<file path="config.mk">
export PLATFORM = sky130hd
export DESIGN_NAME = reg_file_param_flat
export DESIGN_NICKNAME = d
export VERILOG_FILES = /design/src/rtl/reg_file_param_if.sv /design/src/rtl/reg_file_param.sv /design/src/flat_wrapper.sv
export SDC_FILE = /design/constraint.sdc
export NUM_CORES = 1
export LEC_CHECK = 0
export CORE_MARGIN = 2
export CORE_UTILIZATION = 45
export CTS_BUF_LIST = sky130_fd_sc_hd__clkbuf_16
export DETAILED_ROUTE_END_ITERATION = 10
export PLACE_DENSITY = 0.68
export SYNTH_ARGS = -nofsm -noshare
export SYNTH_HDL_FRONTEND = slang
export SYNTH_SLANG_ARGS = --single-unit
</file>
<file path="constraint.sdc">
create_clock -name clk -period 4.05 [get_ports clk]
set_input_delay 0.405 -clock clk [delete_from_list [all_inputs] [get_ports clk]]
set_output_delay 0.405 -clock clk [all_outputs]
set_load 0.01 [all_outputs]
</file>
<file path="src/rtl/reg_file_param_if.sv">
`default_nettype none
// ============================================================================
// Module   : reg_file_param_if
// Brief    : Write/reserve/read bundle for the scoreboarded register file.
// Revision : 1.0
// ============================================================================
interface reg_file_param_if #(
    parameter int WIDTH = 8,
    parameter int DEPTH = 8
);
    localparam int ADDR_W = $clog2(DEPTH);

    logic              write_en;
    logic [ADDR_W-1:0] waddr;
    logic [WIDTH-1:0]  data_in;
    logic [ADDR_W-1:0] raddrA;
    logic [ADDR_W-1:0] raddrB;
    logic              rsv_en;
    logic [ADDR_W-1:0] rsv_addr;
    logic [WIDTH-1:0]  data_outA;
    logic [WIDTH-1:0]  data_outB;
    logic              busyA;
    logic              busyB;
    logic [ADDR_W:0]   busy_cnt;

    modport master (
        output write_en, waddr, data_in, raddrA, raddrB, rsv_en, rsv_addr,
        input  data_outA, data_outB, busyA, busyB, busy_cnt
    );

    modport slave (
        input  write_en, waddr, data_in, raddrA, raddrB, rsv_en, rsv_addr,
        output data_outA, data_outB, busyA, busyB, busy_cnt
    );
endinterface
`default_nettype wire

</file>
<file path="src/rtl/reg_file_param.sv">
`default_nettype none
// ============================================================================
// Module   : reg_file_param
// Brief    : Two-read/one-write register file with per-register busy bits.
// Revision : 1.0
// ============================================================================
module reg_file_param #(
    parameter int WIDTH    = 8,
    parameter int DEPTH    = 8,
    parameter int BYPASS   = 1,
    parameter int ZERO_REG = 0
) (
    input  wire logic       clk,
    input  wire logic       reset,
    reg_file_param_if.slave bus
);
    localparam int ADDR_W = $clog2(DEPTH);
    localparam int CNT_W  = ADDR_W + 1;

    logic [WIDTH-1:0] r_mem [DEPTH];
    logic [DEPTH-1:0] r_busy;
    logic [CNT_W-1:0] r_cnt;
    logic             r_run;

    logic [DEPTH-1:0] w_wr_sel;
    logic [DEPTH-1:0] w_rsv_sel;
    logic [DEPTH-1:0] w_busy_nxt;
    logic [CNT_W-1:0] w_cnt_nxt;
    logic [WIDTH-1:0] w_data_a;
    logic [WIDTH-1:0] w_data_b;
    logic             w_busy_a;
    logic             w_busy_b;

    // r_run holds off updates on the first edge after reset release.
    always_ff @(posedge clk or posedge reset) begin
        if (reset) begin
            r_run <= 1'b0;
        end else begin
            r_run <= 1'b1;
        end
    end

    // Out-of-range and hardwired-zero addresses decode to no select line.
    always_comb begin
        w_wr_sel  = '0;
        w_rsv_sel = '0;
        for (int i = 0; i < DEPTH; i++) begin
            if (!(ZERO_REG != 0 && i == 0)) begin
                w_wr_sel[i]  = r_run && bus.write_en && (bus.waddr == ADDR_W'(i));
                w_rsv_sel[i] = r_run && bus.rsv_en && (bus.rsv_addr == ADDR_W'(i));
            end
        end
        w_busy_nxt = (r_busy & ~w_wr_sel) | w_rsv_sel;
        w_cnt_nxt  = '0;
        for (int i = 0; i < DEPTH; i++) begin
            w_cnt_nxt = w_cnt_nxt + CNT_W'(w_busy_nxt[i]);
        end
    end

    generate
        for (genvar gi = 0; gi < DEPTH; gi++) begin : g_reg
            always_ff @(posedge clk or posedge reset) begin
                if (reset) begin
                    r_mem[gi] <= '0;
                end else if (w_wr_sel[gi]) begin
                    r_mem[gi] <= bus.data_in;
                end
            end
        end
    endgenerate

    always_ff @(posedge clk or posedge reset) begin
        if (reset) begin
            r_busy <= '0;
            r_cnt  <= '0;
        end else begin
            r_busy <= w_busy_nxt;
            r_cnt  <= w_cnt_nxt;
        end
    end

    always_comb begin
        w_data_a = '0;
        w_data_b = '0;
        w_busy_a = 1'b0;
        w_busy_b = 1'b0;
        for (int i = 0; i < DEPTH; i++) begin
            if (bus.raddrA == ADDR_W'(i)) begin
                w_data_a = r_mem[i];
                w_busy_a = r_busy[i];
            end
            if (bus.raddrB == ADDR_W'(i)) begin
                w_data_b = r_mem[i];
                w_busy_b = r_busy[i];
            end
        end
        if (BYPASS != 0 && (|w_wr_sel)) begin
            if (bus.raddrA == bus.waddr) begin
                w_data_a = bus.data_in;
                w_busy_a = 1'b0;
            end
            if (bus.raddrB == bus.waddr) begin
                w_data_b = bus.data_in;
                w_busy_b = 1'b0;
            end
        end
    end

    assign bus.data_outA = w_data_a;
    assign bus.data_outB = w_data_b;
    assign bus.busyA     = w_busy_a;
    assign bus.busyB     = w_busy_b;
    assign bus.busy_cnt  = r_cnt;

endmodule
`default_nettype wire

</file>
<file path="src/flat_wrapper.sv">
// flat-port wrapper written by rule: the top's interface ports become plain ports
module reg_file_param_flat 
#(
    parameter int WIDTH    = 8,
    parameter int DEPTH    = 8,
    parameter int BYPASS   = 1,
    parameter int ZERO_REG = 0
)
  (clk, reset, bus_write_en, bus_waddr, bus_data_in, bus_raddrA, bus_raddrB, bus_rsv_en, bus_rsv_addr, bus_data_outA, bus_data_outB, bus_busyA, bus_busyB, bus_busy_cnt);
  reg_file_param_if #(.WIDTH(WIDTH), .DEPTH(DEPTH)) bus_i ();
  input  wire logic clk;
  input  wire logic reset;
  input wire logic [$bits(bus_i.write_en)-1:0] bus_write_en;
  input wire logic [$bits(bus_i.waddr)-1:0] bus_waddr;
  input wire logic [$bits(bus_i.data_in)-1:0] bus_data_in;
  input wire logic [$bits(bus_i.raddrA)-1:0] bus_raddrA;
  input wire logic [$bits(bus_i.raddrB)-1:0] bus_raddrB;
  input wire logic [$bits(bus_i.rsv_en)-1:0] bus_rsv_en;
  input wire logic [$bits(bus_i.rsv_addr)-1:0] bus_rsv_addr;
  output wire logic [$bits(bus_i.data_outA)-1:0] bus_data_outA;
  output wire logic [$bits(bus_i.data_outB)-1:0] bus_data_outB;
  output wire logic [$bits(bus_i.busyA)-1:0] bus_busyA;
  output wire logic [$bits(bus_i.busyB)-1:0] bus_busyB;
  output wire logic [$bits(bus_i.busy_cnt)-1:0] bus_busy_cnt;
  assign bus_i.write_en = bus_write_en;
  assign bus_i.waddr = bus_waddr;
  assign bus_i.data_in = bus_data_in;
  assign bus_i.raddrA = bus_raddrA;
  assign bus_i.raddrB = bus_raddrB;
  assign bus_i.rsv_en = bus_rsv_en;
  assign bus_i.rsv_addr = bus_rsv_addr;
  assign bus_data_outA = bus_i.data_outA;
  assign bus_data_outB = bus_i.data_outB;
  assign bus_busyA = bus_i.busyA;
  assign bus_busyB = bus_i.busyB;
  assign bus_busy_cnt = bus_i.busy_cnt;
  reg_file_param #(.WIDTH(WIDTH), .DEPTH(DEPTH), .BYPASS(BYPASS), .ZERO_REG(ZERO_REG)) u_core (.clk(clk), .reset(reset), .bus(bus_i));
endmodule
</file>
==> flow_summary_export.csv <==
group,metric,value,unit
power_and_ir_drop,leakage,2.37,nW
worst_setup_path,crit_path_start,"bus_waddr[0]",
sta,finalCritPeriodShare,87.7,%
yosys,synth_top_area_cell,"dfrtp_1",
min_path,holdCritPathClass,"in2async",
worst_setup_path,r2r_start,"u_core.r_run",
die,rows,37,
clock_network,postCtsSetupBuffers,0,
yosys,yosys.area.top_type_share,39.6,%
drt,wl_per_cell,20.5,um
drt,drtIter0Drc,366,
worst_setup_path,critical_path_required,4.33,ns
yosys,ys_seq_area_share,39.6,%
die,io_pins,46,
grt,grt_pass1_vias,3961,
clock_network,cts_hold_buf,0,
power_and_ir_drop,clock_power_share,30.9,%
yosys,syn_inst,495,
sta,rsz0062_at_grt,"false",
worst_setup_path,criticalPathCategory,"in2reg",
clock_network,cts-buffers-inserted,9,
grt,globalRouteOverflowTotal,0,
clock_network,htree_levels,3,
cells_and_area,final_area,5720,sq um
cells_and_area,n_fill_cell,946,
die,start_util,46.7,%
power_and_ir_drop,power,0.00275,W
grt,grt_pass1_wl,21700,um
run_status,status,"complete, no violations",
drt,viasPerCell,6.13,
worst_setup_path,start_kind,"input port",
sta,setup_tns,0,ns
sta,finClkSkew,0.00801,ns
yosys,synthFlopType,"dfrtp_1",
die,design.die.area,11600,sq um
clock_network,clk_pin_slew_worst_paths,0.06,ns
die,die_x,108,um
clock_network,cts-root-buf,"clkbuf_16",
die,die_height,108,um
drt,drt_pass1_iterations,5,
yosys,synth.top_cells.by_count,"77 x dfrtp_1, 56 x mux2_2, 42 x nand2_1, 33 x nand2b_1, 30 x nand3b_1",
die,core,10400,sq um
cells_and_area,final_nets,562,
worst_setup_path,worstSetupEndpoint,"u_core.bus.busy_cnt[1]",
sta,max_slew_margin,49.4,%
sta,final_max_slew_viol_count,0,
yosys,ys_types,43,
yosys,yosysWarnings,0,
power_and_ir_drop,p_comb_share,29.0,%
cells_and_area,drive_above_1_share,19.5,%
worst_setup_path,cp.arrival,3.84,ns
job,timing.max_cap.violations,0,
power_and_ir_drop,p_sw_share,30.4,%
sta,setup_viol,0,
yosys,syn_nets,526,
sta,tightestPinTransition,0.759,ns
grt,antenna_found_initial,0,
clock_network,cts_buffer_depth,2,
sta,max_clock_freq,0.282,GHz
worst_setup_path,r2r.worst_path.cells,13,
clock_network,worst_skew_pair.late_latency,0.35,ns
cells_and_area,syn_to_final_growth,17.6,%
placement,placed_area,5410,sq um
power_and_ir_drop,share_seq_of_total_power,40.1,%
power_and_ir_drop,vdd_drop_max,340,uV
yosys,synth_edf_count,0,
power_and_ir_drop,p_switching,0.000837,W
cells_and_area,diodes,0,
worst_setup_path,cp_max_fo,7,
grt,grt_max_degree,34,
yosys,syn_area_per_cell,9.82,sq um
placement,gp_congestion,0.896,
worst_setup_path,r2r_setup_slack,0.68,ns
power_and_ir_drop,intPower,0.00191,W
clock_network,cts_num_sinks,77,
placement,dp_hpwl,9180,um
sta,hold_viol_final,0,
clock_network,cts_tree,"yes",
placement,io_buffers,45,
drt,num_vias,4109,
sta,fin_crit,3.55,ns
clock_network,post_cts_resize_count,0,
worst_setup_path,crit_path_end_kind,"flop",
yosys,ys_async_sr_fraction,100,%
worst_setup_path,r2r_end,"u_core.bus.busy_cnt[1]",
grt,grt_use_total,25.1,%
drt,drc,0,
yosys,synthTopCellsByArea,"dfrtp_1 40%, mux2_2 13%, nand3b_1 4.6%, nand2b_1 4.2%, mux2i_1 3.5%",
power_and_ir_drop,powerDensity,481,nW/um^2
yosys,synth_most_common_cell,"dfrtp_1",
drt,ant_nets,0,
drt,wl,13700,um
yosys,synth_area,4860,sq um
yosys,synth-seq-cells,77,
-- critical path, cell delays in order --
cell and delay, ns:
clkdlybuf4s50_1 0.63, nand2b_1 0.16, nor3_2 0.19, o22ai_1 0.13
ha_1 0.32, fa_1 0.48, inv_1 0.05, fa_1 0.47
inv_1 0.05, fa_1 0.43, inv_1 0.09, fa_1 0.38
inv_1 0.06
-- cells in the final DEF, fill, tap and decap left out, types with 3 or more instances in the layout --
master,n
clkdlybuf4s50_1,45
o31ai_1,17
o221ai_1,7
mux4_2,4
o22ai_1,4
buf_4,24
a32o_1,7
a21oi_1,29
nor2b_1,4
nor2_1,24
dfrtp_1,77
xor2_1,6
nand3b_1,30
o211ai_1,8
ha_1,3
mux2_2,56
o21ai_0,20
nand2b_1,33
nand3_1,3
fa_1,4
inv_1,22
a31oi_1,14
mux2i_1,17
clkbuf_16,9
nand2_1,42
-- routing by layer --
metal / wire (um) / vias to the layer above / GRT usage [%]
met5: 0 / - / 0
met2: 6400 / 219 / 39.9
met4: 422 / 0 / 8.79
met1: 5800 / 2020 / 33.7
met3: 1080 / 38 / 5.93
li1: - / 1832 / -
-- registers in the layout, summed over array words and instances (netlist names) --
name,flops
u_core.r_busy,8
u_core.bus.busy_cnt,4
u_core.r_mem,64
u_core.r_run,1
-- logic make-up after synthesis --
logic type	Yosys count	synth area share (%)
other cells	1	0.0772
mux	77	18.3
buf+inv	68	6.95
fa+ha+maj	7	2.42
simple gates	144	16.0
flops	77	39.6
compound gates	114	15.3
xor+xnor	7	1.26
-- how the worst min path moves through the flow --
stage                startpoint                to  slack, ns
6_report                  reset  u_core.r_mem[13]       0.44
2_1_floorplan  u_core.r_busy[0]  u_core.r_busy[0]       0.49
5_1_grt                   reset  u_core.r_mem[13]       0.48
4_1_cts                   reset   u_core.r_mem[1]       0.45
3_3_place_gp   u_core.r_mem[63]  u_core.r_mem[63]       0.51
3_5_place_dp   u_core.r_mem[47]  u_core.r_mem[47]       0.52
-- final cells by class --
cell class | count | area, sq um | area share, %
clock buffers | 9 | 225 | 3.94
flip-flops and latches | 77 | 1930 | 33.7
multi-input cells | 350 | 2590 | 45.4
well taps | 136 | 170 | 2.98
inverters | 24 | 90.1 | 1.58
repair buffers | 69 | 631 | 11.0
clock inverters | 5 | 77.6 | 1.36
-- per-stage QoR --
step                      hold slack (ns)  util [%]  setup slack, ns  std cells
final                               0.438      54.9            0.498        670
after CTS                           0.454      54.9            0.498        670
after global routing                0.484      54.9            0.348        670
after floorplan                     0.486         -            0.412        495
after detailed placement            0.516      52.0            0.134        656
after global placement              0.507      52.0            0.200        656
-- power groups by stage --
stage | logic (W) | clock network [W] | registers (W)
global placement | 0.000784 | 0 | 0.00110
CTS | 0.000805 | 0.000863 | 0.00110
detailed placement | 0.000801 | 0 | 0.00111
global route | 0.000899 | 0.000904 | 0.00113
finish | 0.000797 | 0.000849 | 0.00110
floorplan | 0.000550 | 0 | 0.00108
(Power assumes the default switching activity.)
